File: config.mk
export PLATFORM = sky130hd
export DESIGN_NAME = present80_key_schedule_flat
export DESIGN_NICKNAME = d
export VERILOG_FILES = /design/src/rtl/present80_key_schedule_pkg.sv /design/src/rtl/present80_key_schedule_if.sv /design/src/rtl/present_inv_sbox.sv /design/src/rtl/sBoxLayer.sv /design/src/rtl/present80_key_schedule.sv /design/src/flat_wrapper.sv
export SDC_FILE = /design/constraint.sdc
export NUM_CORES = 1
export LEC_CHECK = 0
export CORE_MARGIN = 2
export CORE_UTILIZATION = 45
export CTS_CLUSTER_DIAMETER = 80
export DETAILED_ROUTE_END_ITERATION = 10
export PLACE_DENSITY = 0.77
export SLEW_MARGIN = 15
export SYNTH_ARGS = -nofsm -noshare
export SYNTH_HDL_FRONTEND = slang
export SYNTH_HIERARCHICAL = 1
export SYNTH_SLANG_ARGS = --single-unit
File: constraint.sdc
create_clock -name clk -period 3.6 [get_ports clk]
set_input_delay 0.72 -clock clk [delete_from_list [all_inputs] [get_ports clk]]
set_output_delay 0.72 -clock clk [all_outputs]
set_load 0.005 [all_outputs]
File: src/rtl/present80_key_schedule_pkg.sv
// Shared widths, FSM encoding and S-box tables for the PRESENT-80 key schedule.
// Constants only: no latency, no flow control.
package present_pkg;

  localparam int KEY_W      = 80;
  localparam int BLK_W      = 64;
  localparam int NUM_ROUNDS = 31;
  localparam int IDX_W      = 6;

  typedef enum logic [1:0] {
    IDLE,
    RUN,
    FINAL
  } ks_state_e;

  localparam logic [3:0] SBOX [16] = '{
    4'hC, 4'h5, 4'h6, 4'hB, 4'h9, 4'h0, 4'hA, 4'hD,
    4'h3, 4'hE, 4'hF, 4'h8, 4'h4, 4'h7, 4'h1, 4'h2
  };

  localparam logic [3:0] INV_SBOX [16] = '{
    4'h5, 4'hE, 4'hF, 4'h8, 4'hC, 4'h1, 4'h2, 4'hD,
    4'hB, 4'h4, 4'h6, 4'h3, 4'h0, 4'h7, 4'h9, 4'hA
  };

endpackage

File: src/rtl/present80_key_schedule_if.sv
// Controller-side bundle for the key schedule; dir only exists with PRESENT_KS_INV_EN.
// Wires only: no latency, no flow control.
interface present80_key_schedule_if;

  logic                           load;
  logic [present_pkg::KEY_W-1:0]  key_in;
  logic                           advance;
`ifdef PRESENT_KS_INV_EN
  logic                           dir;
`endif
  logic [present_pkg::BLK_W-1:0]  round_key;
  logic [present_pkg::IDX_W-1:0]  round_idx;
  logic                           key_valid;
  logic                           last;

`ifdef PRESENT_KS_INV_EN
  modport master (output load, key_in, advance, dir,
                  input  round_key, round_idx, key_valid, last);
  modport slave  (input  load, key_in, advance, dir,
                  output round_key, round_idx, key_valid, last);
`else
  modport master (output load, key_in, advance,
                  input  round_key, round_idx, key_valid, last);
  modport slave  (input  load, key_in, advance,
                  output round_key, round_idx, key_valid, last);
`endif

endinterface

File: src/rtl/present_inv_sbox.sv
// 4-bit PRESENT inverse S-box, used when walking the schedule backward.
// Purely combinational, no flow control.
module present_inv_sbox
  import present_pkg::*;
(
  input  logic [3:0] din,
  output logic [3:0] dout
);

  assign dout = INV_SBOX[din];

endmodule

File: src/rtl/sBoxLayer.sv
// 4-bit PRESENT forward S-box.
// Purely combinational, no flow control.
module sBoxLayer
  import present_pkg::*;
(
  input  logic [3:0] din,
  output logic [3:0] dout
);

  assign dout = SBOX[din];

endmodule

File: src/rtl/present80_key_schedule.sv
// PRESENT-80 round-key register, stepped once per advance; PRESENT_KS_INV_EN adds backward stepping.
// 1-cycle load/advance latency; never stalls, advance is ignored where the schedule cannot move.
module present80_key_schedule
  import present_pkg::*;
(
  input  logic                    clk,
  input  logic                    rst,
  present80_key_schedule_if.slave ks
);

  ks_state_e        state_q, state_d;
  logic [KEY_W-1:0] key_q, key_d;
  logic [IDX_W-1:0] idx_q, idx_d;
  logic [KEY_W-1:0] rot_fwd, key_fwd;
  logic [3:0]       sbox_out;
  logic             step_bwd;

  assign rot_fwd = {key_q[18:0], key_q[79:19]};

  sBoxLayer u_sbox (
    .din  (rot_fwd[79:76]),
    .dout (sbox_out)
  );

  // Round counter folded in is the index of the key being left behind.
  assign key_fwd = {sbox_out, rot_fwd[75:20], rot_fwd[19:15] ^ idx_q[4:0], rot_fwd[14:0]};

`ifdef PRESENT_KS_INV_EN
  logic [IDX_W-1:0] idx_m1;
  logic [3:0]       inv_out;
  logic [KEY_W-1:0] key_unmix, key_bwd;

  assign idx_m1 = idx_q - 6'd1;

  present_inv_sbox u_inv_sbox (
    .din  (key_q[79:76]),
    .dout (inv_out)
  );

  assign key_unmix = {inv_out, key_q[75:20], key_q[19:15] ^ idx_m1[4:0], key_q[14:0]};
  assign key_bwd   = {key_unmix[60:0], key_unmix[79:61]};
  assign step_bwd  = ks.dir;
`else
  assign step_bwd  = 1'b0;
`endif

  always_comb begin
    state_d = state_q;
    idx_d   = idx_q;
    key_d   = key_q;
    if (ks.load) begin
      state_d = RUN;
      idx_d   = 6'd1;
      key_d   = ks.key_in;
    end else if (ks.advance) begin
      unique case (state_q)
        RUN: begin
          if (!step_bwd) begin
            key_d = key_fwd;
            idx_d = idx_q + 6'd1;
            if (idx_q == 6'(NUM_ROUNDS)) state_d = FINAL;
          end
`ifdef PRESENT_KS_INV_EN
          else if (idx_q != 6'd1) begin
            key_d = key_bwd;
            idx_d = idx_m1;
          end
`endif
        end
        FINAL: begin
`ifdef PRESENT_KS_INV_EN
          if (step_bwd) begin
            key_d   = key_bwd;
            idx_d   = idx_m1;
            state_d = RUN;
          end
`endif
        end
        default: ;
      endcase
    end
  end

  always_ff @(posedge clk) begin
    if (rst) begin
      state_q <= IDLE;
      idx_q   <= '0;
      key_q   <= '0;
    end else begin
      state_q <= state_d;
      idx_q   <= idx_d;
      key_q   <= key_d;
    end
  end

  assign ks.round_key = key_q[KEY_W-1:KEY_W-BLK_W];
  assign ks.round_idx = idx_q;
  assign ks.key_valid = (state_q != IDLE);
  assign ks.last      = (state_q == FINAL);

endmodule
File: src/flat_wrapper.sv
// flat-port wrapper written by rule: the top's interface ports become plain ports
module present80_key_schedule_flat import present_pkg::*;
  (clk, rst, ks_load, ks_key_in, ks_advance, ks_round_key, ks_round_idx, ks_key_valid, ks_last);
  present80_key_schedule_if ks_i ();
  input  logic clk;
  input  logic rst;
  input wire logic [$bits(ks_i.load)-1:0] ks_load;
  input wire logic [$bits(ks_i.key_in)-1:0] ks_key_in;
  input wire logic [$bits(ks_i.advance)-1:0] ks_advance;
  output wire logic [$bits(ks_i.round_key)-1:0] ks_round_key;
  output wire logic [$bits(ks_i.round_idx)-1:0] ks_round_idx;
  output wire logic [$bits(ks_i.key_valid)-1:0] ks_key_valid;
  output wire logic [$bits(ks_i.last)-1:0] ks_last;
  assign ks_i.load = ks_load;
  assign ks_i.key_in = ks_key_in;
  assign ks_i.advance = ks_advance;
  assign ks_round_key = ks_i.round_key;
  assign ks_round_idx = ks_i.round_idx;
  assign ks_key_valid = ks_i.key_valid;
  assign ks_last = ks_i.last;
  present80_key_schedule u_core (.clk(clk), .rst(rst), .ks(ks_i));
endmodule
==> out/results.txt <==
WL final: 14400 microns
GRT Total Usage: 23.4%
Post-synth cell types: 37
Async SR Flop Fraction: 0%
Mapped cell area: 5090 sq um
Period utilization: 60.5%
Wirelength per Cell: 18.4 microns
MaxCap Viol Count: 0
Post-Syn Instances: 583
Gp weighted congestion: 0.871
Syn_nets: 673
Fin area: 6470 sq um
Area delta synth->final: 27.1%
Register area: 1760 sq um
Layout Nets: 727
Setup tns final: 0 ns
Leakage: 2.38 nW
H-tree levels: 3
# DRC: 0
Die area: 12200 sq um
Synth area leaders: dfxtp_1 35%, a2111oi_2 19%, nor3_1 15%
Critical Path RT: 2.88 ns
I/O pin count: 156
Vias in the first global route: 4217
FP Rows: 38
Fillers: 947
CTS tree: done
Slew Limit Headroom: 54.1%
Critical-path maximum fanout: 6
Clock sink count: 88
Status: finished clean
Ant diodes: 0
Initial antenna violation count: 0
Worst skew pair latency: 0.33 ns
Clock transition at path regs: 0.07 ns
Critical path class: register to output pin
#FFs+latches synth: 88
Sequential area share after synthesis: 34.6%
Setup repair after global routing missed its margin: no
Core Box Area: 10900 sq um
Antenna-violating nets left: 0
Final hold vios: 0
Worst hold path class: register to register
Final HPWL DP: 10400 microns
Vias after detailed routing: 4471
VDD IR max: 263 uV
Share of the synthesized area in the top cell type: 34.6%
Root Buffer Master: clkbuf_16
Die W: 110 microns
Mean area per synthesized cell: 8.73 sq um
Initial DRC count: 374
Ys flop type: dfxtp_1
Final setup viols: 0
Grt total ovfl: 0
Clk_skew: 0.00662 ns
Worst setup EP type: output pin
Via-per-instance ratio: 5.72
YS warnings: 6
Total CTS buffers: 9
Initial Util: 46.6%
Worst setup SP type: register
CTS hold repair buffers: 0
Placed Area: 6170 sq um
Largest net degree at the start of global routing: 102
CTS resizes: 0
Worst slew pin tran: 0.688 ns
Fmax: 459 MHz
Multi-input gate area: 2330 sq um
EDFF count, synth: 0
Layout cell share with drive strength beyond 1: 14.2%
Largest area contributor in the netlist: dfxtp_1
IO buf count: 155
Fin. max-slew vios: 0
Clk buf depth: 2
First-pass GRT wire length: 22000 microns
Post-CTS Setup Inserts: 0
Crit path DAT: 1.46 ns
Cell Pwr Density: 411 nW/um^2
Die height: 110 microns
First-pass iteration count of the detailed router: 6
Tmin final: 2.18 ns
registers in the layout, summed over array words and instances, names as in the netlist:
name,count
u_core/key_q,80
u_core/state_q,2
u_core/ks.round_idx,6
synth_stat cells (all sizes together) (6+ instances only):
cell type,number
nor3,150
ha,6
clkbuf,21
nor2,12
inv,70
buf,97
dfxtp,88
nand3,7
a2111oi,65
nand2,11
xor2,6
nor4,11
through the flow:
| stage | hold slack (ns) | setup slack (ns) | power (W) | instances | util [%] |
|---|---|---|---|---|---|
| 6_report | 0.546 | 1.42 | 0.00266 | 782 | 59.2 |
| 4_1_cts | 0.545 | 1.41 | 0.00267 | 782 | 59.2 |
| 5_1_grt | 0.574 | 1.30 | 0.00277 | 782 | 59.2 |
| 2_1_floorplan | 0.477 | 1.84 | 0.00151 | 583 | - |
| 3_3_place_gp | 0.504 | 1.16 | 0.00171 | 766 | 56.4 |
| 3_5_place_dp | 0.532 | 1.11 | 0.00173 | 766 | 56.4 |
path summary, 6_finish.rpt:
path,from,endpoint,slack (ns),cells after the start
worst max-delay path,u_core/state_q[0],ks_key_valid,1.42,2
worst min-delay path,u_core/key_q[19],u_core/key_q[19],0.55,2
worst max register to register,u_core/key_q[15],u_core/key_q[78],1.79,5
worst min register to register,u_core/key_q[19],u_core/key_q[19],0.55,2
cell type report:
type / count / area share [%]
sequential: 88 / 27.2
inverter: 71 / 4.12
tap: 140 / 2.71
clock inverter: 6 / 1.04
timing repair buffer: 161 / 25.3
multi-input combinational: 306 / 36.0
clock buffer: 10 / 3.69
metal layers:
layer  GRT usage [%]  share of wire, %
met4            8.66               2.5
met1            30.8                43
met3            5.00               7.3
met2            37.8                47
met5               0                 0
worst max-delay path: stages, from the launching register on:
cell and delay (ns):
dfxtp_1 0.37, or2_2 0.31, clkdlybuf4s50_1 0.45
kinds of logic after synthesis:
family | Yosys count | share of synthesized area [%]
AND/OR/NAND/NOR | 205 | 20.4
adder cells (fa/ha/maj) | 6 | 1.47
flip-flops | 88 | 34.6
AO/OA/AOI/OAI | 84 | 21.4
XOR/XNOR | 8 | 1.38
multiplexers | 3 | 1.08
buffers and inverters | 189 | 19.7
power by group:
part           internal [W]  switching [W]  total [W]
registers           0.00105      0.0000907    0.00114
logic              0.000310       0.000256   0.000566
clock network      0.000559       0.000391   0.000951
total               0.00192       0.000738    0.00266
cells in the final DEF (no fill, tap or decap), types with 3 or more instances in the layout:
| master | n |
|---|---|
| xor2_1 | 6 |
| clkdlybuf4s50_1 | 153 |
| nand2_1 | 11 |
| o21ai_0 | 3 |
| ha_1 | 6 |
| a2111oi_2 | 63 |
| nor3_1 | 150 |
| buf_4 | 4 |
| o211ai_1 | 5 |
| a21oi_1 | 5 |
| buf_12 | 3 |
| dfxtp_1 | 88 |
| nand3_1 | 7 |
| nand4_1 | 5 |
| nor2_1 | 12 |
| clkbuf_16 | 9 |
| nor4_1 | 11 |
| inv_1 | 70 |
Power figures use the tool's default switching activity.
